[src/rtl/avg_sample_collector.sv]
// -----------------------------------------------------------------------------
// avg_sample_collector
//
// Upstream feeder for the divider stage. Each start pulse opens one averaging
// job. The block accumulates unsigned samples into a running sum and counts
// them. It then presents sum/count to the divider and pulses lds, then endiv.
// It waits for the divider's zOz (div_done) and finally pulses done.
//
// Ports
//   clk        in   1       clock, rising edge
//   rst        in   1       asynchronous reset, active-low
//   start      in   1       begin a new job (sampled only in IDLE)
//   din        in   DATA_W  sample value
//   din_valid  in   1       din valid this cycle
//   din_last   in   1       final sample of the job (qualified by din_valid)
//   in_ready   out  1       block accepts samples (ACC only)
//   s          out  SUM_W   accumulated sum to divider
//   dives      out  CNT_W   sample count to divider
//   lds        out  1       divider load strobe
//   endiv      out  1       divider start strobe
//   div_done   in   1       divider completion (zOz)
//   busy       out  1       high in every state except IDLE
//   done       out  1       one-cycle pulse at job completion
//
// Every output comes from a flop. The strobe and status flops are loaded from
// the next-state decode, so each one is aligned with the cycle in which the
// FSM actually sits in the matching state. This keeps in_ready exact: it is
// never high in a cycle where a sample would be dropped.
//
// Legality of the parameters: MAX_CNT*(2^DATA_W-1) < 2^SUM_W and
// MAX_CNT < 2^CNT_W. Under these rules the sum and count cannot overflow, so
// the block has no saturation logic.
// -----------------------------------------------------------------------------
module avg_sample_collector #(
    parameter int unsigned DATA_W  = 8,
    parameter int unsigned SUM_W   = 13,
    parameter int unsigned CNT_W   = 5,
    parameter int unsigned MAX_CNT = 31
) (
    input  logic              clk,
    input  logic              rst,
    input  logic              start,
    input  logic [DATA_W-1:0] din,
    input  logic              din_valid,
    input  logic              din_last,
    output logic              in_ready,
    output logic [SUM_W-1:0]  s,
    output logic [CNT_W-1:0]  dives,
    output logic              lds,
    output logic              endiv,
    input  logic              div_done,
    output logic              busy,
    output logic              done
);

    typedef enum logic [2:0] {
        ST_IDLE = 3'd0,
        ST_ACC  = 3'd1,
        ST_LOAD = 3'd2,
        ST_DIV  = 3'd3,
        ST_WAIT = 3'd4,
        ST_FIN  = 3'd5
    } state_t;

    localparam logic [CNT_W-1:0] MaxCnt = CNT_W'(MAX_CNT);

    state_t             state_q, state_d;
    logic [SUM_W-1:0]   s_q, s_d;
    logic [CNT_W-1:0]   dives_q, dives_d;
    logic               in_ready_q, in_ready_d;
    logic               lds_q, lds_d;
    logic               endiv_q, endiv_d;
    logic               busy_q, busy_d;
    logic               done_q, done_d;

    logic [CNT_W-1:0]   cnt_inc_s;
    logic [SUM_W-1:0]   sum_inc_s;

    assign cnt_inc_s = dives_q + CNT_W'(1);
    assign sum_inc_s = s_q + SUM_W'(din);

    // State register.
    always_ff @(posedge clk or negedge rst) begin
        if (!rst) begin
            state_q <= ST_IDLE;
        end else begin
            state_q <= state_d;
        end
    end

    // Next-state decode.
    always_comb begin
        state_d = state_q;
        case (state_q)
            ST_IDLE: begin
                if (start) begin
                    state_d = ST_ACC;
                end else begin
                    state_d = ST_IDLE;
                end
            end
            ST_ACC: begin
                // The count test uses the incremented value. A last sample that
                // also hits MAX_CNT therefore causes only one transition.
                if (din_valid && (din_last || (cnt_inc_s == MaxCnt))) begin
                    state_d = ST_LOAD;
                end else begin
                    state_d = ST_ACC;
                end
            end
            ST_LOAD: state_d = ST_DIV;
            ST_DIV:  state_d = ST_WAIT;
            ST_WAIT: begin
                if (div_done) begin
                    state_d = ST_FIN;
                end else begin
                    state_d = ST_WAIT;
                end
            end
            ST_FIN:  state_d = ST_IDLE;
            default: state_d = ST_IDLE;
        endcase
    end

    // Sum/count datapath: clear on accepted start, accumulate in ACC, otherwise hold.
    always_comb begin
        s_d     = s_q;
        dives_d = dives_q;
        case (state_q)
            ST_IDLE: begin
                if (start) begin
                    s_d     = {SUM_W{1'b0}};
                    dives_d = {CNT_W{1'b0}};
                end else begin
                    s_d     = s_q;
                    dives_d = dives_q;
                end
            end
            ST_ACC: begin
                if (din_valid) begin
                    s_d     = sum_inc_s;
                    dives_d = cnt_inc_s;
                end else begin
                    s_d     = s_q;
                    dives_d = dives_q;
                end
            end
            default: begin
                s_d     = s_q;
                dives_d = dives_q;
            end
        endcase
    end

    // Output decode from the next state, so each flop lines up with its state.
    always_comb begin
        in_ready_d = 1'b0;
        lds_d      = 1'b0;
        endiv_d    = 1'b0;
        busy_d     = 1'b1;
        done_d     = 1'b0;
        case (state_d)
            ST_IDLE: busy_d     = 1'b0;
            ST_ACC:  in_ready_d = 1'b1;
            ST_LOAD: lds_d      = 1'b1;
            ST_DIV:  endiv_d    = 1'b1;
            ST_WAIT: busy_d     = 1'b1;
            ST_FIN:  done_d     = 1'b1;
            default: busy_d     = 1'b0;
        endcase
    end

    // Datapath and output registers; reset clears everything at once.
    always_ff @(posedge clk or negedge rst) begin
        if (!rst) begin
            s_q        <= {SUM_W{1'b0}};
            dives_q    <= {CNT_W{1'b0}};
            in_ready_q <= 1'b0;
            lds_q      <= 1'b0;
            endiv_q    <= 1'b0;
            busy_q     <= 1'b0;
            done_q     <= 1'b0;
        end else begin
            s_q        <= s_d;
            dives_q    <= dives_d;
            in_ready_q <= in_ready_d;
            lds_q      <= lds_d;
            endiv_q    <= endiv_d;
            busy_q     <= busy_d;
            done_q     <= done_d;
        end
    end

    assign in_ready = in_ready_q;
    assign s        = s_q;
    assign dives    = dives_q;
    assign lds      = lds_q;
    assign endiv    = endiv_q;
    assign busy     = busy_q;
    assign done     = done_q;

endmodule
[config.mk]
export PLATFORM = sky130hd
export DESIGN_NAME = avg_sample_collector
export DESIGN_NICKNAME = d
export VERILOG_FILES = /design/src/rtl/avg_sample_collector.sv
export SDC_FILE = /design/constraint.sdc
export NUM_CORES = 1
export LEC_CHECK = 0
export ABC_AREA = 1
export CORE_AREA = 2 2 85 46
export CTS_BUF_LIST = sky130_fd_sc_hd__clkbuf_8
export DETAILED_ROUTE_END_ITERATION = 6
export DIE_AREA = 0 0 87 48
export GPL_TIMING_DRIVEN = 0
export PLACE_DENSITY_LB_ADDON = 0.05
export SYNTH_ARGS = -nofsm -noshare
export SYNTH_HDL_FRONTEND = slang
export SYNTH_SLANG_ARGS = --single-unit
[constraint.sdc]
create_clock -name clk -period 1.7 [get_ports clk]
set_clock_uncertainty 0.1 [all_clocks]
set_input_delay 0.34 -clock clk [delete_from_list [all_inputs] [get_ports clk]]
set_output_delay 0.34 -clock clk [all_outputs]
set_load 0.01 [all_outputs]
# After elaboration in Yosys (flattened, before gate mapping)
# Index checks and enable logic that the tools add are counted.
# word_totals
regBits,26
in_bits,14
wordCells,43
# op_classes
n_addsub,2
n_eq_ne,12
mux,15
n_reduce_logical,6
# ops
operator,count
2-to-1 mux 13 bit,2
case mux 13 bit (2 select lines),1
case mux 3 bit (5 select lines),1
adder 13 x 8 -> 13 bit,1
"equality test 3 x 2 -> 1 bit, second input constant",4
2-to-1 mux 5 bit,2
case mux 5 bit (2 select lines),1
"equality test 3 bit, second input constant",3
2-to-1 mux 1 bit,7
"equality test 3 x 1 -> 1 bit, second input constant",2
"adder 5 x 1 -> 5 bit, second input constant",1
"equality test 5 bit, second input constant",1
OR reduction 5 bit,1
"inequality test 2 bit, second input constant",2
zero test 3 bit,1
AND reduction 3 bit,1
2-to-1 mux 2 bit,1
nonzero test 2 bit,1
logical AND 1 bit,1
logical OR 1 bit,1

# Logic depth before layout (Yosys ltp)
# depth
word_depth,9
depth_mapped,12
ltp_nobuf,12

# Worst setup path after synthesis
# Ideal clock, no wire load.
# synth_timing
path_kind,flip-flop to flip-flop
from,register s_q[0] (netlist: s[0])
to,register s_q[6] (netlist: s[6])
setup_ns,0.083
t_arrival_ns,1.648
required_ns,1.517
setup_slack_ns,-0.131
path_stages_with_launch,12
synth_period_minus_slack_ns,1.831
path_cell_list,dfrtp_1 -> ha_1 -> fa_1 -> nand3_1 -> nand3_1 -> nand2_1 -> nand2_1 -> nand2_1 -> nand2_1 -> nand2_1 -> nand2_1 -> o21ai_0
# synth_via
elab_chain_cells,3
# synth_rtl
item,line,source
from (decl),68,"logic [SUM_W-1:0] s_q, s_d;"
from (signal assigned),176,s_q <= {SUM_W{1'b0}};
adder 13 x 8 -> 13 bit,80,assign sum_inc_s = s_q + SUM_W'(din);
2-to-1 mux 13 bit,140,if (din_valid) begin
case mux 13 bit (2 select lines),129,case (state_q)
# No other way between the ends. The select of a mux whose other input is x is not followed.
# A chain may end at the register's enable or synchronous reset.

# Worst setup path after layout
# layout_timing
from,input port din[1]
to,register s_q[6] (netlist: s[6])
# layout_via
elab_chain_cells,3
# layout_rtl
item,line,source
from (decl),43,"input logic [DATA_W-1:0] din,"
adder 13 x 8 -> 13 bit,80,
2-to-1 mux 13 bit,140,
case mux 13 bit (2 select lines),129,
# No other way between the ends. The select of a mux whose other input is x is not followed.

==> summary.md <==
| Metric | Value |
|---|---|
| Chip Width | 87 um |
| Sequential element share of the synthesized area | 42.4% |
| Mapped Nets | 221 |
| Critical path type | in -> reg |
| Post-Route Utilization | 68.7% |
| Routability cong. | 0.838 |
| Initial Util | 45.7% |
| RSZ-0062 raised after global routing | true |
| CTS hold repair buffers | 0 |
| Failing checks | negative setup slack |
| FF+latch count, synth | 26 |
| Top cells by area, synth | dfrtp_1 (42%), nand2_1 (13%), ha_1 (8.1%), inv_1 (5.9%), o21ai_0 (4.9%) |
| Fraction of layout cells with a size suffix above 1 | 23.5% |
| Fin worst setup slack | -33.8 ps |
| Minimum clock period | 1730 ps |
| Row cnt | 15 |
| Routed vias/inst | 5.05 |
| Data required time of the critical path | 1810 ps |
| Placed inst area | 0.00196 sq mm |
| Routed via count | 1481 |
| Largest net degree at the start of global routing | 27 |
| Final hold vios | 0 |
| CTS tree | done |
| Top-area cell type share of the netlist area | 42.4% |
| Die H | 48 um |
| Netlist cell types | 24 |
| Cell taking the most area after synthesis | dfrtp_1 |
| Clk slew on worst S/H paths | 90 ps |
| Fraction of registers with async set/reset | 100% |
| Maximum VDD drop | 745 uV |
| Clk buf depth | 2 |
| Final period util | 102% |
| Iter 0 DRT Violations | 22 |
| CTS Buf Count | 3 |
| Synth Flop Type | dfrtp_1 |
| Nets@finish | 277 |
| Max Freq | 577 MHz |
| GRT Resource Usage Total | 19.1% |
| P&R area growth vs syn | 50.4% |
| Syn Area/Cell | 7.83 sq um |
| Max-slew headroom | 21.6% |
| DRC Markers | 0 |
| Syn Inst Count | 196 |
| First-pass GRT wire length | 5.96 mm |
| H-tree levels | 1 |
| Commonest cells post-synth | nand2_1 (55), dfrtp_1 (26), inv_1 (24) |
| GR Overflow Total | 0 |
| IO Pins | 37 |
| Pwr dens | 1510 mW/mm^2 |
| Status | finished, violations left |
| Worst EP arrival | 1850 ps |
| Number of max-cap violations | 0 |
| Initial antenna violation count | 0 |
| Post-route ant nets | 0 |
| 1st-pass router iterations | 4 |
| Routed wire length | 3.69 mm |
| Clk Latency, worst-skew pair | 280 ps |
| Most common cell in the netlist | nand2_1 |
| Die ar. | 0.00418 sq mm |
| # setup viols final | 5 |
| Ys Warns | 0 |
| CP Max Fanout | 4 |
| Post-Syn Area | 0.00154 sq mm |
| Root Buffer | clkbuf_8 |
| DP HPWL | 2.51 mm |
| Slew Limit Fails | 0 |
| Crit path capture type | flip-flop |
| WL per Instance | 12.6 um |
| Worst setup SP type | input port |
| I/O Buffers | 36 |
| Min-delay worst type | in -> async |
| Leakage | 1.23 nW |
| Slew @ Worst Pin | 1180 ps |
| Clock sink count | 26 |
| CORE AREA | 0.00336 sq mm |
| EDFF count, synth | 0 |
| Final instance area | 0.00231 sq mm |
| Number of global-route vias before repair | 1297 |
| # diodes | 0 |
area by class of cell:
class	count	area [sq um]
clock inverters	1	30.0
fillers	274	1050
flip-flops and latches	26	656
well taps	42	52.6
clock buffers	3	41.3
multi-input cells	142	938
inverters	28	105
repair buffers	51	485
final timing paths:
| check | startpoint | slack [ps] | endpoint | cells past startpoint |
|---|---|---|---|---|
| min in group clk | state_q[0] | 420 | endiv | 1 |
| min reg2reg | state_q[0] | 420 | endiv | 1 |
| min | rst | 310 | s[1] | 1 |
| max in group asynchronous | rst | 410 | dives[2] | 1 |
| max | din[1] | -30 | s[6] | 11 |
| max reg2reg | s[0] | -30 | s[6] | 11 |
state kept, by name, indices dropped and copies added (netlist names):
register,cells
busy,1
endiv,1
dives,5
s,13
state_q,3
done,1
lds,1
in_ready,1
per-stage QoR:
stage / total power [mW] / setup TNS, ps / instances / hold slack, ps / setup slack [ps]
after global routing: 3.79 / -935 / 293 / 426 / -172
after CTS: 3.35 / -225 / 286 / 364 / -94.7
after floorplan: 2.02 / -24.4 / 196 / -55.6 / -24.4
final: 3.49 / -88.2 / 293 / 309 / -33.8
after global placement: 2.60 / -9230 / 274 / 394 / -485
after detailed placement: 2.64 / -10560 / 274 / 402 / -494
metal layers:
| metal | up-vias | track usage [%] | wire length, um |
|---|---|---|---|
| li1 | 749 | - | - |
| met1 | 697 | 25.1 | 1800 |
| met2 | 35 | 31.3 | 1710 |
| met3 | 0 | 4.83 | 176 |
| met4 | 0 | 7.50 | 0 |
| met5 | - | 0 | 0 |
cell families after synthesis:
kind of cell | count (synthesis) | share of synthesized area (%)
simple gates | 99 | 29.4
compound gates | 30 | 10.8
buf+inv | 28 | 6.85
fa+ha+maj | 11 | 9.45
xor+xnor | 2 | 1.14
flops | 26 | 42.4
where the power goes:
part | internal (mW) | switching, mW | total [mW] | leakage (nW)
logic | 0.890 | 1.03 | 1.92 | 0.852
clock network | 0.315 | 0.206 | 0.521 | 0.0357
registers | 0.832 | 0.211 | 1.04 | 0.338
critical path: stages:
cell and delay [ps]:
clkdlybuf4s50_1 460, fa_2 420, nand3_2 90, nand3_4 90, nand2_2 70, nand2_1 50, nand2_1 80, nand2_2 50
nand2_1 50, nand2_1 50, o21ai_1 110
cells in the final DEF (no fill, tap or decap), drive strengths merged:
cell type,count
nand2,60
inv,28
dfrtp,26
clkdlybuf4s50,19
nor2,17
o21ai,16
nand3,16
buf,15
ha,10
dlymetal6s2s,9
dlygate4sd2,8
a21oi,8
nand4,4
clkbuf,3
xnor2,2
a22o,2
nor3,2
a21o,1
a22oi,1
a31oi,1
o22ai,1
fa,1
bufinv,1
repair_timing:
action | 4_1_cts | 5_1_grt
pin swaps | 7 | 9
gates resized for setup | 27 | 24
setup endpoints to repair | 15 | 17
buffers inserted | 8 | 7
(Power assumes the default switching activity.)
